<file path="src/rtl/uart_types_pkg.sv">
// Shared types and constants for the UART interrupt controller.
// Holds the IIR code enum, the THRE FSM states and the character-timeout limit helper.
package uart_types_pkg;

  typedef enum logic [3:0] {
    IIR_NONE = 4'b0001,
    IIR_RLS  = 4'b0110,
    IIR_RDA  = 4'b0100,
    IIR_CTI  = 4'b1100,
    IIR_THRE = 4'b0010
  } iir_id_t;

  typedef enum logic [1:0] {
    T_BUSY = 2'd0,
    T_PEND = 2'd1,
    T_ACK  = 2'd2
  } thre_state_t;

  localparam int CHAR_TIMEOUT_MULT = 64;

  // Bits per frame = start + stop + (5+wls) data + parity + extra stop; 4 chars x 16 ticks.
  function automatic logic [9:0] char_timeout_limit(input logic [1:0] wls,
                                                    input logic pen,
                                                    input logic stb);
    logic [9:0] frame_bits;
    frame_bits = 10'd7 + {8'd0, wls} + {9'd0, pen} + {9'd0, stb};
    return frame_bits * 10'(CHAR_TIMEOUT_MULT);
  endfunction

endpackage

</file>
<file path="src/rtl/uart_rx_timeout.sv">
// Character-timeout counter: counts baud ticks while the rx FIFO holds idle data.
// Saturates at the limit with the flag held until the next clear.
module uart_rx_timeout
  import uart_types_pkg::*;
(
  input  logic       clk,
  input  logic       rst,
  input  logic       baud_pulse,
  input  logic       clear,
  input  logic [9:0] limit,
  output logic       timeout,
  output logic       timeout_next
);

  logic [9:0] cnt_reg;
  logic [9:0] cnt_next;
  logic       timeout_reg;

  // Clear has priority so a push/pop on the terminal tick still restarts the count.
  always_comb begin
    cnt_next     = cnt_reg;
    timeout_next = timeout_reg;
    if (clear) begin
      cnt_next     = 10'd0;
      timeout_next = 1'b0;
    end else if (!timeout_reg && baud_pulse) begin
      cnt_next = cnt_reg + 10'd1;
      if (cnt_next >= limit) timeout_next = 1'b1;
    end
  end

  always_ff @(posedge clk) begin
    if (rst) begin
      cnt_reg     <= 10'd0;
      timeout_reg <= 1'b0;
    end else begin
      cnt_reg     <= cnt_next;
      timeout_reg <= timeout_next;
    end
  end

  assign timeout = timeout_reg;

endmodule

</file>
<file path="src/rtl/uart_int_ctrl.sv">
// UART interrupt prioritiser: sticky line-status errors, THRE FSM, optional char timeout.
// Character timeout (CTI) is built only when UART_CHAR_TIMEOUT_EN is defined.
module uart_int_ctrl
  import uart_types_pkg::*;
(
  input  logic       clk,
  input  logic       rst,
  input  logic       baud_pulse,
  input  logic [2:0] ier_i,
  input  logic       rx_oe_i,
  input  logic       rx_pe_i,
  input  logic       rx_fe_i,
  input  logic       rx_bi_i,
  input  logic       rx_fifo_empty_i,
  input  logic       rx_trig_i,
  input  logic       rx_push_i,
  input  logic       rx_pop_i,
  input  logic       tx_fifo_empty_i,
  input  logic       thr_wr_i,
  input  logic       iir_rd_i,
  input  logic       lsr_rd_i,
  input  logic [1:0] wls_i,
  input  logic       pen_i,
  input  logic       stb_i,
  output logic [3:0] iir_o,
  output logic       intr_o,
  output logic [3:0] lsr_err_o,
  output logic       timeout_o
);

  logic [3:0]  lsr_err_reg;
  logic [3:0]  lsr_err_next;
  thre_state_t thre_reg;
  thre_state_t thre_next;
  iir_id_t     iir_reg;
  iir_id_t     iir_next;
  logic        intr_reg;
  logic        etbei_reg;
  logic        etbei_rise;
  logic        timeout_now;
  logic        timeout_next;

  // New error pulses are OR-ed in after the read clear, so a set wins over a clear.
  always_comb begin
    lsr_err_next = lsr_rd_i ? 4'b0000 : lsr_err_reg;
    lsr_err_next = lsr_err_next | {rx_bi_i, rx_fe_i, rx_pe_i, rx_oe_i};
  end

  assign etbei_rise = ier_i[1] & ~etbei_reg;

  always_comb begin
    thre_next = thre_reg;
    case (thre_reg)
      T_BUSY: if (tx_fifo_empty_i) thre_next = T_PEND;
      T_PEND: begin
        if (!tx_fifo_empty_i) thre_next = T_BUSY;
        else if (thr_wr_i || (iir_rd_i && iir_reg == IIR_THRE)) thre_next = T_ACK;
      end
      T_ACK: begin
        if (!tx_fifo_empty_i) thre_next = T_BUSY;
        else if (etbei_rise) thre_next = T_PEND;
      end
      default: thre_next = T_BUSY;
    endcase
  end

`ifdef UART_CHAR_TIMEOUT_EN
  uart_rx_timeout u_rx_timeout (
    .clk          (clk),
    .rst          (rst),
    .baud_pulse   (baud_pulse),
    .clear        (rx_push_i | rx_pop_i | rx_fifo_empty_i),
    .limit        (char_timeout_limit(wls_i, pen_i, stb_i)),
    .timeout      (timeout_now),
    .timeout_next (timeout_next)
  );
`else
  logic unused_timeout_inputs;
  assign unused_timeout_inputs = ^{baud_pulse, wls_i, pen_i, stb_i,
                                   rx_push_i, rx_pop_i, rx_fifo_empty_i};
  assign timeout_now  = 1'b0;
  assign timeout_next = 1'b0;
`endif

  // Priority is resolved from next-cycle source state so iir_o moves with its source.
  always_comb begin
    iir_next = IIR_NONE;
    if (ier_i[2] && |lsr_err_next)              iir_next = IIR_RLS;
    else if (ier_i[0] && rx_trig_i)             iir_next = IIR_RDA;
    else if (ier_i[0] && timeout_next)          iir_next = IIR_CTI;
    else if (ier_i[1] && thre_next == T_PEND)   iir_next = IIR_THRE;
  end

  always_ff @(posedge clk) begin
    if (rst) begin
      lsr_err_reg <= 4'b0000;
      thre_reg    <= T_BUSY;
      iir_reg     <= IIR_NONE;
      intr_reg    <= 1'b0;
      etbei_reg   <= 1'b0;
    end else begin
      lsr_err_reg <= lsr_err_next;
      thre_reg    <= thre_next;
      iir_reg     <= iir_next;
      intr_reg    <= ~iir_next[0];
      etbei_reg   <= ier_i[1];
    end
  end

  assign iir_o     = iir_reg;
  assign intr_o    = intr_reg;
  assign lsr_err_o = lsr_err_reg;
  assign timeout_o = timeout_now;

endmodule

</file>
<file path="config.mk">
export PLATFORM = sky130hd
export DESIGN_NAME = uart_int_ctrl
export DESIGN_NICKNAME = d
export VERILOG_FILES = /design/src/rtl/uart_types_pkg.sv /design/src/rtl/uart_rx_timeout.sv /design/src/rtl/uart_int_ctrl.sv
export SDC_FILE = /design/constraint.sdc
export NUM_CORES = 1
export LEC_CHECK = 0
export ABC_AREA = 1
export BUFFER_PORTS_ARGS = -buffer_cell sky130_fd_sc_hd__buf_4
export CAP_MARGIN = 20
export CORE_AREA = 5 5 43 45
export DETAILED_ROUTE_END_ITERATION = 8
export DIE_AREA = 0 0 48 50
export GPL_TIMING_DRIVEN = 0
export PLACE_DENSITY = 0.69
export SLEW_MARGIN = 20
export SYNTH_ARGS = -nofsm -noshare
export SYNTH_HDL_FRONTEND = slang
export SYNTH_SLANG_ARGS = --single-unit
</file>
<file path="constraint.sdc">
create_clock -name clk -period 1.3 [get_ports clk]
set_input_delay 0.065 -clock clk [delete_from_list [all_inputs] [get_ports clk]]
set_output_delay 0.065 -clock clk [all_outputs]
set_load 0.02 [all_outputs]
</file>
Word-level counts from Yosys, hierarchy flattened --
Index checks and enable logic that the tools add are counted. Widths: inputs -> output; s select.
Storage, ports and cells: register bits 12, input port bits 22, output and inout port bits 10, logic and storage cells 32
Operators by class: eq/ne operators 4, mux-type cells 10, bitwise gates (word level) 4, reductions and logical operators 8
Operators with widths (number):
- $mux 2 | 6
- $mux 3 | 2
- $pmux 2 s3 | 1
- $eq 2x1->1 const B | 2
- $eq 4x2->1 const B | 1
- $logic_and 1x1->1 | 4
- $mux 4 | 1
- $or 4x4->4 | 1
- $reduce_or 4->1 | 1
- $reduce_or 3->1 | 1
- $eq 2x2->1 const B | 1
- $logic_not 2->1 | 1
- $not 1->1 | 2
- $and 1x1->1 | 1
- $logic_or 1x1->1 | 1

Logic depth before layout (Yosys ltp) --
Gate-level depths: netlist (run 1).
word-level depth 12, gate-level depth with buffers 8, depth with buffers taken out 8

Least setup slack after synthesis (run 1) --
Ideal clock, no wire load.
path kind register to register, start point register iir_reg[0], in the netlist iir_o[0], end point register iir_reg[0], in the netlist iir_o[0], setup time 116 ps, arrival 872 ps, required time 1184 ps, slack 312 ps, cell stages (with the launch flop) 6, buffers on the path 0, clock period less this slack 988 ps, cell sequence dfxtp_1 -> nor2_1 -> nand2_1 -> nand3_1 -> a21oi_1 -> nor2_2
On the way: cells in the longest elaborated chain, start to end 11
Ends and longest elaborated chain:
- start, declared | RTL line uart_int_ctrl.sv:35 | iir_id_t iir_reg;
- start signal, assigned | RTL line uart_int_ctrl.sv:104 | iir_reg <= iir_next;
- $eq 4x2->1 | RTL line uart_int_ctrl.sv:57 | else if (thr_wr_i || (iir_rd_i && iir_reg == IIR_THRE)) thre_next = T_ACK;
- $logic_and 1x1->1 | RTL line uart_int_ctrl.sv:57
- $logic_or 1x1->1 | RTL line uart_int_ctrl.sv:57
- $mux 2 | RTL line uart_int_ctrl.sv:57
- $mux 2 | RTL line uart_int_ctrl.sv:56 | if (!tx_fifo_empty_i) thre_next = T_BUSY;
- $pmux 2 s3 | RTL line uart_int_ctrl.sv:53 | case (thre_reg)
- $eq 2x1->1 | RTL line uart_int_ctrl.sv:91 | else if (ier_i[1] && thre_next == T_PEND) iir_next = IIR_THRE;
- $logic_and 1x1->1 | RTL line uart_int_ctrl.sv:91
- $mux 2 | RTL line uart_int_ctrl.sv:91
- $mux 3 | RTL line uart_int_ctrl.sv:89 | else if (ier_i[0] && rx_trig_i) iir_next = IIR_RDA;
- $mux 3 | RTL line uart_int_ctrl.sv:88 | if (ier_i[2] && |lsr_err_next) iir_next = IIR_RLS;
No other way between the ends. A chain may end at the register's enable or synchronous reset.

==> impl_metrics.toml, run 1 <==
[grt]
top_usage_layer = "met2"
grt_max_degree = 10
grt_pass1_vias = 423
grt_pass1_wl_um = 1550
antenna_found_initial = 0
overflow = 0
grt_util_met2_pct = 12.6
grtUsageTotal_pct = 9.18
use_met1_pct = 11.0
met3_usage_pct = 4.73

[worst_hold_path]
min_path_type = "input port to flip-flop"

[setup_path]
crit_arrival_ns = 1.13
crit_slowest_cell = "dlygate4sd3_1"
crit_buf_inv = 2
cp-end-kind = "flip-flop"
critPathRequiredTime_ns = 1.46
worst_path_dominant_cell_family = "buffers and inverters"
crit_type = "input port to flip-flop"
path_cells = "dlygate4sd3_1 > buf_6 > or2_1 > nand2_2 > nor2_2"
max_stage_delay_ns = 0.55
crit_fanout = 9
worst_setup_path_start_kind = "input port"

[yosys]
yosysWarnings = 0
netlist_area_um2 = 505
yosys.cell_types.count = 15
yosysSeqAreaShare_pct = 43.6
netlist_top_cells_area = "dfxtp_1 (44%), nand2_1 (12%), inv_1 (7.4%)"
synth_seq_cells = 11
syn_avg_cell_area_um2 = 7.12
syn_inst = 71
yosysTopAreaCell = "dfxtp_1"
yosys.area.top_type_share_pct = 43.6

[floorplanning]
fp-row-count = 14
die_area_um2 = 2400
num_io_pins = 32
start_util_pct = 35.2
core_um2 = 1440
die_h_um = 50
die_x_um = 48

[pwr]
switchingPower_mw = 0.203
pwr-share-clk_pct = 29.5
power_switching_share_pct = 26.6
cellPowerDensity_nw_per_um2 = 1070
leakage_nw = 0.385
seqPwrFrac_pct = 48.8
p_comb_share_pct = 21.7
intPower_mw = 0.559
ir_worst_vdd_uv = 577

[timing]
finalSetupViolCount = 0
rsz0062_at_grt = "false"
period_needed_ns = 0.969
layout_worst_path_cycle_share_pct = 74.6
hold_viol_final = 0
clock.fmax_ghz = 1.03
tns_ns = 0
drv_slew = 0
skew_ns = 0.00104

[cts]
root_buffer = "clkbuf_4"
htree_levels = 1
cts_num_sinks = 11
path_clk_slew_ns = 0.06
cts_max_path_buffers = 2
post_cts_resized = 0
clk_latency_ns = 0.26
cts_tree = "done"
cts.hold.buffers_added = 1
cts_setup_buffers = 0
cts_made_buffers = 3

[placed_design]
gp_congestion = 0.613
port_buffers = 20
dpl.hpwl_um = 816

[route]
avgRoutedWirePerCell_um = 8.64
routed_wl_um = 976
first_iter_violations = 18
vias = 482
vias_per_cell = 4.27
drt_first_pass_iters = 4
ant_nets = 0
drc = 0

[finish]
fillers = 169
nNetsFinal = 120
drive_gt1_share_pct = 39.2
area_growth_pct = 41.6
post-route-util_pct = 49.8
insertedDiodeCount = 0
largest_register_ffs = 4

[status]
run_status = "finished, final reports clean"

[run]
drv_cap = 0
-- kinds of logic (layout without fill, tap and decap cells) --
logic type             after synthesis  in the layout  synth area share (%)
AND/OR/NAND/NOR                     35             35                  32.2
flip-flops                          11             11                  43.6
buffers and inverters               16             41                  14.9
AO/OA/AOI/OAI                        8              8                  8.66
other                                1              2                 0.742
-- worst register-to-register path, cell delays in order, from the launching register on --
cell	delay, ns
dfxtp_1	0.30
inv_2	0.06
nand2_1	0.06
nor2_2	0.09
nand3_1	0.12
a21oi_1	0.18
nor2_2	0.05
-- path summary, 6_finish.rpt --
check	endpoint	depth (start not counted)	slack [ns]	from
worst max register to register	iir_o[0]$_SDFF_PP1_	6	0.34	thre_reg[1]$_SDFF_PP0_
worst max-delay path	iir_o[0]$_SDFF_PP1_	5	0.33	rst
worst min-delay path	etbei_reg$_SDFF_PP0_	3	0.06	ier_i[1]
worst min register to register	lsr_err_o[0]$_SDFF_PP0_	2	0.49	lsr_err_o[0]$_SDFF_PP0_
-- synthesized netlist by cell type --
cell type and n:
buf_6 1, a21oi_1 7, o21ai_2 1, nor2_4 1, nand2_2 5, nor2_2 2, or2_1 1, buf_4 2
nand3_1 3, nor2_1 7, conb_1 1, inv_1 10, dfxtp_1 11, inv_2 3, nand2_1 16
-- power by group through the flow --
stage          logic, mW  registers [mW]  clock network, mW
2_1_floorplan     0.0727           0.404                  0
3_3_place_gp       0.162           0.379                  0
3_5_place_dp       0.164           0.380                  0
4_1_cts            0.167           0.372              0.237
5_1_grt            0.183           0.374              0.251
6_report           0.165           0.372              0.225
-- placed cells by master (no fill, tap or decap) --
| cell type | instances |
|---|---|
| a21oi_1 | 7 |
| buf_4 | 22 |
| buf_6 | 1 |
| clkbuf_1 | 1 |
| clkbuf_4 | 3 |
| conb_1 | 2 |
| dfxtp_1 | 11 |
| dlygate4sd3_1 | 1 |
| inv_1 | 10 |
| inv_2 | 3 |
| nand2_1 | 16 |
| nand2_2 | 5 |
| nand3_1 | 3 |
| nor2_1 | 7 |
| nor2_2 | 2 |
| nor2_4 | 1 |
| o21ai_2 | 1 |
| or2_1 | 1 |
-- metal layers --
metal	wire length (um)	part of all wire [%]	up-vias
li1	-	-	258
met1	378	39	197
met2	440	45	25
met3	140	14	2
met4	17	1.7	0
met5	0	0	-
-- cell type report --
type | instances | area [um^2] | area share, %
inverters | 13 | 48.8 | 6.82
flip-flops and latches | 11 | 220 | 30.8
well taps | 16 | 20.0 | 2.80
plain buffers | 3 | 26.3 | 3.67
clock buffers | 4 | 26.3 | 3.67
multi-input cells | 45 | 214 | 29.9
repair buffers | 21 | 160 | 22.4
-- stage by stage --
stage               total power [mW]  std cells  cell area, um^2  hold slack [ns]  setup slack, ns
floorplan                      0.476         72              509            0.207            0.312
global placement               0.542        108              679            0.283            0.340
finish                         0.762        113              716           0.0554            0.331
CTS                            0.776        113              716           0.0520            0.329
detailed placement             0.544        108              679            0.282            0.340
global route                   0.809        113              716           0.0585            0.188
No activity file was read; power rests on OpenSTA's default activity.
==> run 2, diff against run 1 <==
ABC_AREA = 0   (was 1)
CORE_AREA = 5 5 44 46   (was 5 5 43 45)
DIE_AREA = 0 0 49 51   (was 0 0 48 50)
PLACE_DENSITY = 0.66   (was 0.69)
clock period = 0.83 ns   (was 1.3 ns; I/O delays follow)
==> run 2 against run 1 <==
The flow now finishes with violations (setup timing); critical path depth down 2; worst setup slack worse by 0.86 ns; non-clock buffer count up 6; clock power up 59%; final cell count down 14%; register-to-register slack worse by 0.87 ns; synthesized cell count down 31%; power up 65%; flip-flop and latch count unchanged; clock skew down 0.00071 ns; via count down 4.6%; critical endpoint is now intr_o$_SDFF_PP0_; largest power group unchanged.
==> impl_metrics.toml, run 2 <==
[pwr]
pwr-share-clk_pct = 28.4
power_switching_share_pct = 26.3
cellPowerDensity_nw_per_um2 = 1620
p_comb_share_pct = 24.0
switchingPower_mw = 0.331
ir_worst_vdd_uv = 968
seqPwrFrac_pct = 47.6
intPower_mw = 0.925
leakage_nw = 0.346

[finish]
fillers = 149
final_common_cell = "buf_4"
area_growth_pct = 65.8
insertedDiodeCount = 0
multi_input_area_um2 = 248
nNetsFinal = 104
final_cell_mix = "buf_4 (21), dfxtp_2 (6), a21oi_1 (5), nor2_1 (5)"
instances_no_fill = 97
drive_gt1_share_pct = 48.1
regArea_um2 = 231
post-route-util_pct = 52.7
largest_register_ffs = 4
stdcell_area_um2 = 776

[grt]
met3_usage_pct = 4.65
antenna_found_initial = 0
grtUsageTotal_pct = 9.14
grt_util_met2_pct = 15.4
grt_pass1_wl_um = 1700
grt_pass1_vias = 446
use_met1_pct = 7.95
grt_max_degree = 11
overflow = 0
top_usage_layer = "met2"

[cts]
cts_num_sinks = 11
root_buffer = "clkbuf_4"
cts_max_path_buffers = 2
path_clk_slew_ns = 0.07
htree_levels = 1
clk_latency_ns = 0.27
cts_made_buffers = 3
cts_tree = "done"

[yosys]
yosysMostFrequentCell = "dfxtp_1"
syn_inst = 49
ys.flop_type = "dfxtp_1"
netlist_area_um2 = 468
yosysSeqAreaShare_pct = 47.1
synth_edf_count = 0
yosysTopAreaCell = "dfxtp_1"
yosysWarnings = 0
yosys.cell_types.count = 24
synth_common_cells = "dfxtp_1 (11), a21oi_1 (6), nor2_1 (5)"
yosys.area.top_type_share_pct = 47.1
syn_avg_cell_area_um2 = 9.55
synth_seq_cells = 11
netlist_top_cells_area = "dfxtp_1 (47%), a21oi_1 (6.4%), a221oi_4 (5.6%)"
async_flop_share_pct = 0

[timing]
finalSetupViolCount = 8
hold_viol_final = 0
skew_ns = 0.000324
clock.fmax_ghz = 0.736
rsz0062_at_grt = "true"
period_needed_ns = 1.36
layout_worst_path_cycle_share_pct = 164
drv_slew = 0
holdWs_ns = 0.0200
worst_slack_ns = -0.528

[setup_path]
worst_setup_path_start_kind = "flip-flop"
crit_fanout = 3
crit_type = "flip-flop to flip-flop"
cp-end-kind = "flip-flop"
ff2ff_path_depth = 3
rr_endpoint = "intr_o$_SDFF_PP0_"
rrSetupSlack_ns = -0.53
path_cells = "or4_4 > a221oi_4 > o22ai_1"
crit_slowest_cell = "or4_4"
crit_arrival_ns = 1.49
critPathLaunch = "lsr_err_o[1]$_SDFF_PP0_"
reg2reg_from = "lsr_err_o[1]$_SDFF_PP0_"
max_stage_delay_ns = 0.54
critPathRequiredTime_ns = 0.96
endpoint = "intr_o$_SDFF_PP0_"

[route]
avgRoutedWirePerCell_um = 11.4
drc = 0
routed_wl_um = 1100
drt_first_pass_iters = 1
vias = 460
vias_per_cell = 4.74
ant_nets = 0
first_iter_violations = 0

[floorplanning]
die_x_um = 49
die_h_um = 51
start_util_pct = 31.8
fp-row-count = 14
die_area_um2 = 2500
num_io_pins = 32
core_um2 = 1470

[placed_design]
dpl_cell_area_um2 = 666
dpl.hpwl_um = 859
place_inst = 86
port_buffers = 20
gp_congestion = 0.720
place_ws_ns = -0.555

[status]
run_status = "complete, but fails checks"
violations = "setup timing"

[worst_hold_path]
min_path_type = "input port to flip-flop"

[run]
drv_cap = 0
==> run 2: cell count changes in the layout (fill, tap and decap cells not counted), sizes merged, moves of 3 or more <==
cell and change:
inv -12, nor2b +4, nor2 -5, nand2 -19
dlygate4sd3 +3
==> run 2: repair_timing <==
item | in CTS | in global routing
pin swaps | 6 | 2
endpoints found under the setup margin | 7 | 11
buffers inserted | 1 | 2
endpoints found under the hold margin | 4 | 0
hold buffers | 4 | 0
gates resized for setup | 3 | 5
==> run 2: worst min-delay path by stage <==
stage	from	end	cells after the start
after detailed placement	rx_oe_i	lsr_err_o[0]$_SDFF_PP0_	3
final	ier_i[1]	etbei_reg$_SDFF_PP0_	2
after global routing	ier_i[1]	etbei_reg$_SDFF_PP0_	2
after global placement	rx_oe_i	lsr_err_o[0]$_SDFF_PP0_	3
after CTS	ier_i[1]	etbei_reg$_SDFF_PP0_	2
after floorplan	rx_oe_i	lsr_err_o[0]$_SDFF_PP0_	2
==> run 2: per-layer routing <==
layer  wire length, um  part of all wire, %  up-vias
met5                 0                    0        -
met1               407                   37      202
li1                  -                    -      236
met4                29                  2.6        0
met2               558                   51       18
met3               107                  9.7        4
==> run 2: logic make-up after synthesis <==
group / Yosys count / synth area share [%]
other: 1 / 0.801
DFF: 11 / 47.1
and+or+nand+nor: 17 / 20.6
buffers and inverters: 4 / 4.81
AOI/OAI and AO/OA: 16 / 26.7
==> run 2: final cells by class <==
class                           instances  share of cell area, %
Clock buffer                            4                   3.39
Tap cell                               16                   2.58
Buffer                                  3                   2.42
Sequential cell                        11                   29.8
Timing Repair Buffer                   27                   29.4
Inverter                                1                  0.484
Multi-Input combinational cell         35                   31.9
==> run 2: stage by stage <==
stage	power [mW]	TNS [ns]
global placement	0.867	-2.31
finish	1.26	-2.36
CTS	1.25	-2.37
global route	1.33	-2.77
detailed placement	0.869	-2.32
floorplan	0.751	-2.27
==> run 2: power groups by stage <==
stage | Clock [mW] | Combinational, mW | Sequential [mW]
after floorplan | 0 | 0.109 | 0.642
after global placement | 0 | 0.259 | 0.608
after detailed placement | 0 | 0.261 | 0.608
after CTS | 0.369 | 0.284 | 0.595
after global routing | 0.407 | 0.324 | 0.600
final | 0.357 | 0.301 | 0.598
==> run 2: critical path: cells and delay by family, from the launching register on <==
kind | cells | cell delay, ns
AO/OA/AOI/OAI | 2 | 0.37
AND/OR/NAND/NOR | 1 | 0.54
flip-flops | 1 | 0.32
